File: config.mk
export PLATFORM = sky130hd
export DESIGN_NAME = ram_mult_sequencer_flat
export DESIGN_NICKNAME = d
export VERILOG_FILES = /design/src/rtl/ram_mult_sequencer_if.sv /design/src/rtl/ram_mult_sequencer.sv /design/src/flat_wrapper.sv
export SDC_FILE = /design/constraint.sdc
export NUM_CORES = 1
export LEC_CHECK = 0
export CAP_MARGIN = 25
export CORE_MARGIN = 2
export CORE_UTILIZATION = 33
export CTS_CLUSTER_SIZE = 40
export DETAILED_ROUTE_END_ITERATION = 7
export PLACE_DENSITY_LB_ADDON = 0.1
export SYNTH_ARGS = -nofsm -noshare
export SYNTH_HDL_FRONTEND = slang
export SYNTH_SLANG_ARGS = --single-unit
File: constraint.sdc
create_clock -name clk -period 11.6 [get_ports clk]
set_input_delay 2.9 -clock clk [delete_from_list [all_inputs] [get_ports clk]]
set_output_delay 2.9 -clock clk [all_outputs]
set_load 0.005 [all_outputs]
File: src/rtl/ram_mult_sequencer_if.sv
// s2-port bus between the multiply sequencer (master) and the shared RAM (slave).
interface ram_mult_sequencer_if #(
   parameter int DATA_W = 32,
   parameter int ADDR_W = 2
);
   logic [ADDR_W-1:0]   ram_address;
   logic                ram_chipselect;
   logic                ram_clken;
   logic                ram_write;
   logic [DATA_W-1:0]   ram_writedata;
   logic [DATA_W/8-1:0] ram_byteenable;
   logic [DATA_W-1:0]   ram_readdata;

   modport master (
      output ram_address, ram_chipselect, ram_clken,
      output ram_write, ram_writedata, ram_byteenable,
      input  ram_readdata
   );

   modport slave (
      input  ram_address, ram_chipselect, ram_clken,
      input  ram_write, ram_writedata, ram_byteenable,
      output ram_readdata
   );
endinterface

File: src/rtl/ram_mult_sequencer.sv
// Polls CTRL in shared RAM, runs a shift-add multiply on words 0/1, posts word 3 and CTRL.
// Define RAM_MULT_SIGNED_EN for two's-complement operands and a sign-extended product.
module ram_mult_sequencer #(
   parameter int DATA_W   = 32,
   parameter int ADDR_W   = 2,
   parameter int OP_W     = 16,
   parameter int READ_LAT = 1,
   parameter int POLL_GAP = 4
) (
   input  logic clk,
   input  logic reset,
   input  logic enable,
   ram_mult_sequencer_if.master ram,
   output logic busy,
   output logic done_pulse
);

   typedef enum logic [3:0] {
      IDLE, POLL, PWAIT, MARK, RDA, AWAIT,
      RDB, BWAIT, MUL, WRES, WCTL, GAP
   } state_t;

   localparam logic [ADDR_W-1:0] A_OPA  = ADDR_W'(0);
   localparam logic [ADDR_W-1:0] A_OPB  = ADDR_W'(1);
   localparam logic [ADDR_W-1:0] A_CTRL = ADDR_W'(2);
   localparam logic [ADDR_W-1:0] A_RES  = ADDR_W'(3);

   state_t state, state_nx, after_op;

   logic [15:0]       cnt;
   logic [7:0]        seq;
   logic [7:0]        seq_inc;
   logic              clken_q;
   logic [OP_W-1:0]   op_a;
   logic [OP_W-1:0]   mplier;
   logic [2*OP_W-1:0] mcand;
   logic [2*OP_W-1:0] acc;
   logic [OP_W-1:0]   rd_op;
   logic [DATA_W-1:0] result;
   logic              last_rd, last_mul, last_gap;
   logic              unused_rd;

   assign rd_op     = ram.ram_readdata[OP_W-1:0];
   assign unused_rd = ^ram.ram_readdata[DATA_W-1:OP_W];
   assign seq_inc   = seq + 8'd1;
   assign last_rd   = cnt == 16'(READ_LAT - 1);
   assign last_mul  = cnt == 16'(OP_W - 1);
   assign last_gap  = cnt == 16'(POLL_GAP - 1);
   assign after_op  = (POLL_GAP == 0) ? IDLE : GAP;

   function automatic logic [OP_W-1:0] mag(input logic [OP_W-1:0] v);
`ifdef RAM_MULT_SIGNED_EN
      return v[OP_W-1] ? -v : v;
`else
      return v;
`endif
   endfunction

`ifdef RAM_MULT_SIGNED_EN
   logic              a_neg;
   logic              neg;
   logic [2*OP_W-1:0] prod;

   assign prod   = neg ? -acc : acc;
   assign result = DATA_W'($signed(prod));
`else
   assign result = DATA_W'(acc);
`endif

   always_ff @(posedge clk or posedge reset) begin
      if (reset) begin
         state <= IDLE;
      end else begin
         state <= state_nx;
      end
   end

   always_comb begin
      state_nx = state;
      unique case (state)
         IDLE:  if (enable) state_nx = POLL;
         POLL:  state_nx = PWAIT;
         PWAIT: if (last_rd) begin
            state_nx = ram.ram_readdata[0] ? MARK : after_op;
         end
         MARK:  state_nx = RDA;
         RDA:   state_nx = AWAIT;
         AWAIT: if (last_rd) state_nx = RDB;
         RDB:   state_nx = BWAIT;
         BWAIT: if (last_rd) state_nx = MUL;
         MUL:   if (last_mul) state_nx = WRES;
         WRES:  state_nx = WCTL;
         WCTL:  state_nx = after_op;
         GAP:   if (last_gap) state_nx = IDLE;
         default: state_nx = IDLE;
      endcase
   end

   // One multiplier bit per MUL cycle, LSB first.
   always_ff @(posedge clk or posedge reset) begin
      if (reset) begin
         cnt     <= '0;
         seq     <= '0;
         clken_q <= 1'b0;
         op_a    <= '0;
         mplier  <= '0;
         mcand   <= '0;
         acc     <= '0;
`ifdef RAM_MULT_SIGNED_EN
         a_neg   <= 1'b0;
         neg     <= 1'b0;
`endif
      end else begin
         clken_q <= 1'b1;
         cnt     <= (state_nx != state) ? '0 : cnt + 16'd1;
         if (state == AWAIT && last_rd) begin
            op_a <= mag(rd_op);
`ifdef RAM_MULT_SIGNED_EN
            a_neg <= rd_op[OP_W-1];
`endif
         end
         if (state == BWAIT && last_rd) begin
            mcand  <= {{OP_W{1'b0}}, op_a};
            mplier <= mag(rd_op);
            acc    <= '0;
`ifdef RAM_MULT_SIGNED_EN
            neg    <= a_neg ^ rd_op[OP_W-1];
`endif
         end
         if (state == MUL) begin
            if (mplier[0]) acc <= acc + mcand;
            mcand  <= mcand << 1;
            mplier <= mplier >> 1;
         end
         if (state == WCTL) seq <= seq_inc;
      end
   end

   assign ram.ram_clken      = clken_q;
   assign ram.ram_byteenable = '1;

   always_comb begin
      ram.ram_chipselect = 1'b0;
      ram.ram_write      = 1'b0;
      ram.ram_address    = '0;
      ram.ram_writedata  = '0;
      busy               = 1'b0;
      done_pulse         = 1'b0;
      unique case (state)
         POLL: begin
            ram.ram_chipselect = 1'b1;
            ram.ram_address    = A_CTRL;
         end
         MARK: begin
            ram.ram_chipselect = 1'b1;
            ram.ram_write      = 1'b1;
            ram.ram_address    = A_CTRL;
            ram.ram_writedata  = DATA_W'({seq, 8'h02});
            busy               = 1'b1;
         end
         RDA: begin
            ram.ram_chipselect = 1'b1;
            ram.ram_address    = A_OPA;
            busy               = 1'b1;
         end
         RDB: begin
            ram.ram_chipselect = 1'b1;
            ram.ram_address    = A_OPB;
            busy               = 1'b1;
         end
         AWAIT, BWAIT, MUL: busy = 1'b1;
         WRES: begin
            ram.ram_chipselect = 1'b1;
            ram.ram_write      = 1'b1;
            ram.ram_address    = A_RES;
            ram.ram_writedata  = result;
            busy               = 1'b1;
         end
         WCTL: begin
            ram.ram_chipselect = 1'b1;
            ram.ram_write      = 1'b1;
            ram.ram_address    = A_CTRL;
            ram.ram_writedata  = DATA_W'({seq_inc, 8'h04});
            done_pulse         = 1'b1;
         end
         default: ;
      endcase
   end

endmodule

File: src/flat_wrapper.sv
// flat-port wrapper written by rule: the top's interface ports become plain ports
module ram_mult_sequencer_flat 
#(
   parameter int DATA_W   = 32,
   parameter int ADDR_W   = 2,
   parameter int OP_W     = 16,
   parameter int READ_LAT = 1,
   parameter int POLL_GAP = 4
)
  (clk, reset, enable, busy, done_pulse, ram_ram_address, ram_ram_chipselect, ram_ram_clken, ram_ram_write, ram_ram_writedata, ram_ram_byteenable, ram_ram_readdata);
  ram_mult_sequencer_if #(.DATA_W(DATA_W), .ADDR_W(ADDR_W)) ram_i ();
  input  logic clk;
  input  logic reset;
  input  logic enable;
  output logic busy;
  output logic done_pulse;
  output wire logic [$bits(ram_i.ram_address)-1:0] ram_ram_address;
  output wire logic [$bits(ram_i.ram_chipselect)-1:0] ram_ram_chipselect;
  output wire logic [$bits(ram_i.ram_clken)-1:0] ram_ram_clken;
  output wire logic [$bits(ram_i.ram_write)-1:0] ram_ram_write;
  output wire logic [$bits(ram_i.ram_writedata)-1:0] ram_ram_writedata;
  output wire logic [$bits(ram_i.ram_byteenable)-1:0] ram_ram_byteenable;
  input wire logic [$bits(ram_i.ram_readdata)-1:0] ram_ram_readdata;
  assign ram_ram_address = ram_i.ram_address;
  assign ram_ram_chipselect = ram_i.ram_chipselect;
  assign ram_ram_clken = ram_i.ram_clken;
  assign ram_ram_write = ram_i.ram_write;
  assign ram_ram_writedata = ram_i.ram_writedata;
  assign ram_ram_byteenable = ram_i.ram_byteenable;
  assign ram_i.ram_readdata = ram_ram_readdata;
  ram_mult_sequencer #(.DATA_W(DATA_W), .ADDR_W(ADDR_W), .OP_W(OP_W), .READ_LAT(READ_LAT), .POLL_GAP(POLL_GAP)) u_core (.clk(clk), .reset(reset), .enable(enable), .ram(ram_i), .busy(busy), .done_pulse(done_pulse));
endmodule
==> flow_summary.toml <==
[outcome]
status = "finished clean"

[setup_path]
critPathMaxFanout = 13
r2r_cells = 7
critPathLaunchType = "flip-flop"
crit_path_end_kind = "output port"
criticalPathCategory = "flip-flop to output port"
slowest_stage = "dfrtp_1"
critPathTopFamily = "simple AND/OR/NAND/NOR gates"
crit_cells = 7
max_stage_delay_ps = 520
critPathRequiredTime_ps = 8700
path_cells = "nor2_1 -> nand3_1 -> clkinv_1 -> nand2_1 -> o21ai_0 -> a21o_1 -> clkdlybuf4s50_1"
crit_arrival_ps = 3100
crit_buf_inv = 2

[timing]
fin_tns_setup_ps = 0
maxSlewViolCount = 0
rsz0062_at_grt = "false"
fin_skew_ps = 14.3
finalSetupViolations = 0
fmax_mhz = 167
worst_pin_slew_ps = 999
finalCritPeriodShare = 0.517
hold_viol = 0
slew_headroom = 0.331
min_period_ps = 6000

[synthesis]
syn_inst = 850
synth_area_per_cell_um2 = 8.66
synth_cell_types = 66
netlist_area_mm2 = 0.00736
synth_edf_count = 0
yosysSeqAreaShare = 0.425
ys.flop_type = "dfrtp_1"
async_reset_ff_frac = 1.00
yosysWarnings = 0
ys_seq_elements = 125

[floorplan]
start_util = 0.336
die_h_um = 153
die_w_um = 153
rows = 54
die_area_mm2 = 0.0235
pin_count = 78
core_area_mm2 = 0.0219

[finish]
area_growth_pct = 18.8
utilization = 0.400
antenna_cells = 0
fin_cells = 1180
nNetsFinal = 957
fillers = 2266
drive_above_1_share = 0.0833

[global_route]
grt_busiest_layer = "met2"
grt_max_degree = 78
antenna_found_initial = 0
use_met1 = 0.231
overflow = 0
track_usage = 0.163
use_met2 = 0.253
grt_pass1_vias = 5942
grt_pass1_wl_mm = 30.9
met3_usage = 0.0306

[routing]
post_drt_wl_per_cell_um = 15.7
first_pass_iters = 4
vias = 5935
drt_iter0_markers = 354
vias_per_cell = 5.03
routed_wl_mm = 18.5
drtAntennaViolNets = 0
drc_errors = 0

[placement]
hpwlAfterDp_mm = 12.7
portBuffers = 57
gp_congestion = 0.805
place_inst = 1146

[clock_tree]
cts_made_buffers = 17
cts_tree = "built"
hold_buffers = 0
cts-root-buf = "clkbuf_16"
cts_num_sinks = 125
clock_latency_ps = 420
cts.repair.resized = 0
clk_pin_slew_ps = 60
htree_levels = 4
cts_buffer_depth = 2
cts_setup_buffers = 0

[power]
powerDensity_mw_per_mm2 = 207
vdd_drop_max_mv = 0.121
p_leak_nw = 3.89

[flow_run]
cap_viol_max_count = 0

[hold_path]
hold_depth = 1
hp-class = "flip-flop to flip-flop"
==> layout make-up <==
class | instances | area [µm²] | share of cell area
Timing Repair Buffer | 65 | 663 | 0.0758
Sequential cell | 125 | 3130 | 0.358
Tap cell | 280 | 350 | 0.0401
Multi-Input combinational cell | 662 | 3970 | 0.454
Clock buffer | 19 | 443 | 0.0506
Clock inverter | 13 | 130 | 0.0149
Inverter | 16 | 62.6 | 0.00715
==> cell usage after synthesis (5+ instances only) <==
library cell | n | share of area
ha_1 | 34 | 0.058
nor2b_1 | 5 | 0.0042
nor3_1 | 5 | 0.0034
nor2_1 | 81 | 0.041
nand4_1 | 6 | 0.0051
clkbuf_1 | 31 | 0.016
dfrtp_1 | 125 | 0.42
o21ai_0 | 69 | 0.047
a31oi_1 | 32 | 0.027
buf_4 | 6 | 0.0061
and3_1 | 36 | 0.031
nand3_1 | 45 | 0.031
o21ai_1 | 7 | 0.0048
buf_2 | 11 | 0.0075
xor2_1 | 19 | 0.023
mux2_2 | 14 | 0.021
o31ai_1 | 5 | 0.0051
nand2b_1 | 5 | 0.0042
nand2_1 | 151 | 0.077
a21o_1 | 13 | 0.013
a21oi_1 | 34 | 0.023
o211ai_1 | 8 | 0.0082
inv_1 | 15 | 0.0076
xnor2_1 | 28 | 0.033
==> layout by cell type, fill, tap and decap left out, types with 4 or more instances in the layout <==
master and count:
a21o_1 13, a21oi_1 34, a221o_1 4, a31oi_1 32, and3_1 35, buf_4 6
clkbuf_16 17, clkdlybuf4s50_1 57, clkinv_4 5, conb_1 5, dfrtp_1 125, ha_1 34
inv_1 14, inv_6 5, mux2_2 14, nand2_1 149, nand2b_1 5, nand3_1 44
nand4_1 6, nor2_1 81, nor2b_1 5, nor3_1 4, nor4_1 4, o211ai_1 8
o21a_1 4, o21ai_0 69, o21ai_1 7, o31ai_1 5, xnor2_1 28, xor2_1 19
==> per-layer routing <==
layer	vias up	wire length, µm
met5	-	0
met4	0	266
met3	20	398
met2	62	8190
met1	2793	9620
li1	3060	-
==> cells by family after synthesis <==
kind of cell,after synthesis,share of synthesized area
multiplexers,16,0.0245
flip-flops,125,0.425
XOR/XNOR,47,0.0559
AO/OA/AOI/OAI,205,0.176
other,1,0.000509
adder cells (fa/ha/maj),35,0.0605
buffers and inverters,67,0.0401
AND/OR/NAND/NOR,354,0.217
==> path summary, 6_finish.rpt <==
path                                             endpoint                 startpoint  slack (ps)
hold reg to reg                 u_core.seq[7]$_DFFE_PP0P_  u_core.seq[7]$_DFFE_PP0P_         500
setup / recovery                    ram_ram_writedata[15]  u_core.state[2]$_DFF_PP0_        5600
setup reg to reg                 u_core.acc[20]$_DFF_PP0_    u_core.cnt[4]$_DFF_PP0_        8540
hold / removal                  u_core.seq[7]$_DFFE_PP0P_  u_core.seq[7]$_DFFE_PP0P_         500
max in group asynchronous    u_core.mcand[28]$_DFFE_PP0P_                      reset        7520
min in group asynchronous  u_core.ram.ram_clken$_DFF_PP0_                      reset        2920
==> stage by stage <==
step | power, mW | setup slack, ps | hold slack [ps] | area (µm²)
final | 1.81 | 5600 | 503 | 8750
after global routing | 1.95 | 5330 | 516 | 8750
after CTS | 1.83 | 5530 | 500 | 8700
after detailed placement | 1.30 | 5990 | 487 | 8130
after global placement | 1.29 | 5990 | 474 | 8130
after floorplan | 1.11 | 5370 | 458 | 7380
==> power by group <==
part | internal [mW] | switching [mW] | leakage [nW] | total, mW
combinational | 0.264 | 0.347 | 1.98 | 0.610
clock | 0.305 | 0.217 | 0.279 | 0.522
sequential | 0.558 | 0.117 | 1.63 | 0.675
total | 1.13 | 0.681 | 3.89 | 1.81
==> sequential cells by signal, summed over array words and instances (netlist names) <==
register	count
u_core.seq	8
u_core.mcand	32
u_core.mplier	16
u_core.state	4
u_core.acc	32
u_core.ram.ram_clken	1
u_core.cnt	16
u_core.op_a	16
Power figures use the tool's default switching activity.
==> RTL edit (same flow settings) <==
The option `RAM_MULT_SIGNED_EN` is turned on by a define.
--- a/src/rtl/ram_mult_sequencer.sv
+++ b/src/rtl/ram_mult_sequencer.sv
@@ -1,4 +1,6 @@
 // Polls CTRL in shared RAM, runs a shift-add multiply on words 0/1, posts word 3 and CTRL.
 // Define RAM_MULT_SIGNED_EN for two's-complement operands and a sign-extended product.
+`define RAM_MULT_SIGNED_EN
+
 module ram_mult_sequencer #(
    parameter int DATA_W   = 32,
Function: no difference found for any inputs over 10 cycles, from zero or initial values and one cycle with reset high; that may be too few to reach the edited logic, so the function may still have changed.
==> RTL edit against the original RTL <==
  * Synthesized area rose by 8.7%
  * Total power rose by 14%
  * Sequential share of layout area fell by 2.3 points
  * Worst setup slack got worse by 1100 ps
  * Sequential cell count rose by 2
  * Final area rose by 8.7%
  * Non-clock buffer count rose by 1
  * Combinational power rose by 36%
  * Routed wire length rose by 9.6%
  * Largest power group is now combinational cells
  * Highest routed layer unchanged
==> RTL edit: results (changes against the original RTL) <==
[sta] final hold viol count 0 [unchanged]
[placed_design] count of buffers inserted at the top-level ports 57 [unchanged]
[layout] Nets 1026 [+7.2%]
[synth] count of unique library cells instantiated by Yosys 54 [-18%]
[power] maximum vdd ir drop 0.0885 mV [-27%]
[clocking] clock slew seen by the registers of the worst setup and hold paths 60 ps [about the same]
[detailed_routing] mean number of vias per cell 5.19 [+3.1%]
[detailed_routing] routed len/inst 15.7 µm [+0.53%]
[grt] maximum number of pins on one net before global-route repair 72 [-7.7%]
[synth] warnings from Yosys 0 [unchanged]
[clocking] number of cells upsized or downsized after cts 0 [unchanged]
[detailed_routing] DRT Wirelength 20.2 mm [+9.6%]
[placed_design] area of placed instances 8880 µm² [+9.3%]
[grt] overall fraction of global-route tracks in use 0.167 [+0.00341]
[placed_design] Final GP Congestion 0.785 [-2.5%]
[grt] initial antenna violation count 0 [unchanged]
[clocking] number of H-tree levels 4 [unchanged]
[sta] worst clock skew 15.2 ps [+0.884 ps]
[status] result of the run finished clean
[grt] global-route wire length before repair 34.6 mm [+12%]
[placed_design] worst slack, placed 4860 ps [-1130 ps]
[power] Static Leakage 0.00422 µW [+8.4%]
[layout] total inserted antenna cells 0 [unchanged]
[synth] largest cells by area after synthesis dfrtp_1 (40%), xor2_1 (6.3%), ha_1 (5.6%), nand2_1 (5.2%), o21ai_0 (4.9%)
[worst_setup_path] family with the most delay on the worst path simple AND/OR/NAND/NOR gates
[synth] post-synthesis sequential area ratio 0.397 [-0.0276]
[layout] share of cells above drive strength 1 0.0631 [-0.0203]
[placed_design] Placed Cells incl. Taps 1252 [+9.2%]
[synth] leading post-synthesis cells by instance count dfrtp_1 (127), nand2_1 (111), nor2_1 (83)
[detailed_routing] number of design-rule violations left by the first detailed-router iteration 395 [+12%]
[worst_setup_path] Worst path slowest cell clkdlybuf4s50_1
[hold_path] worst min-delay path class reg -> reg
[placed_design] placed wire-length estimate 14.3 mm [+13%]
[clocking] clock latency on the worst-skew pair 430 ps
[synth] Post-Synth XOR/XNOR Area 0.0931 [+0.0371]
[synth] adder and majority gate portion of the synthesized area 0.0588 [-0.00170]
[clocking] maximum clock insertion buffer count 2 [unchanged]
[detailed_routing] number of iterations in the first detailed-routing pass 5 [+1]
[layout] layout filler cell count 2399 [+5.9%]
[grt] via count of the first global-routing pass 6526 [+9.8%]
[synth] syn avg cell area 8.74 µm² [+0.95%]
[layout] Regs by FF count u_core.acc: 32 flops, u_core.mcand: 32 flops
[worst_setup_path] Data arrival, critical path 4240 ps [+1140 ps]
[synth] compound-cell area share of the yosys netlist 0.207 [+0.0307]
[clocking] clock buffers created by TritonCTS 17 [unchanged]
[worst_setup_path] crit path capture type output pin
[worst_setup_path] critical-path maximum fanout 5 [-8]
[synth] fraction of synthesized area in multiplexers 0.00657 [-0.0179]
[worst_setup_path] delay of the slowest cell on the worst path 510 ps
[sta] Max transition margin 0.471 [+0.139]
-- RTL edit: cell type report --
class / instances / area, µm² / share of cell area
multi-input cells: 719 / 4570 / 0.481
clock inverters: 15 / 153 / 0.0161
flip-flops and latches: 127 / 3180 / 0.334
well taps: 319 / 399 / 0.0420
repair buffers: 66 / 691 / 0.0727
inverters: 23 / 91.3 / 0.00961
clock buffers: 17 / 425 / 0.0448
-- RTL edit: report_power, final --
part	switching [µW]	internal, µW	total [µW]
combinational	458	372	830
sequential	133	561	693
clock	228	302	530
-- RTL edit: final timing paths --
kind | slack, ps | cells after the start | start | to
hold reg to reg | 480 | 2 | u_core.op_a[0]$_DFFE_PP0P_ | u_core.mcand[0]$_DFFE_PP0P_
max in group asynchronous | 7420 | 3 | reset | u_core.mcand[12]$_DFFE_PP0P_
min in group asynchronous | 2940 | 2 | reset | u_core.cnt[14]$_DFF_PP0_
setup reg to reg | 8190 | 10 | u_core.cnt[12]$_DFF_PP0_ | u_core.cnt[10]$_DFF_PP0_
setup / recovery | 4460 | 10 | u_core.acc[4]$_DFF_PP0_ | ram_ram_writedata[26]
hold / removal | 480 | 2 | u_core.op_a[0]$_DFFE_PP0P_ | u_core.mcand[0]$_DFFE_PP0P_
-- RTL edit: routing by layer --
metal	track usage	wire [µm]	part of all wire
met1	0.238	10400	0.51
met2	0.259	9120	0.45
met3	0.0306	532	0.026
met4	0.0442	207	0.010
met5	0	0	0
-- RTL edit: tightest hold or removal path, cell delays in order, from the launching register on --
cell and delay [ps]:
dfrtp_1 350, nand2_1 50, nand2_1 50
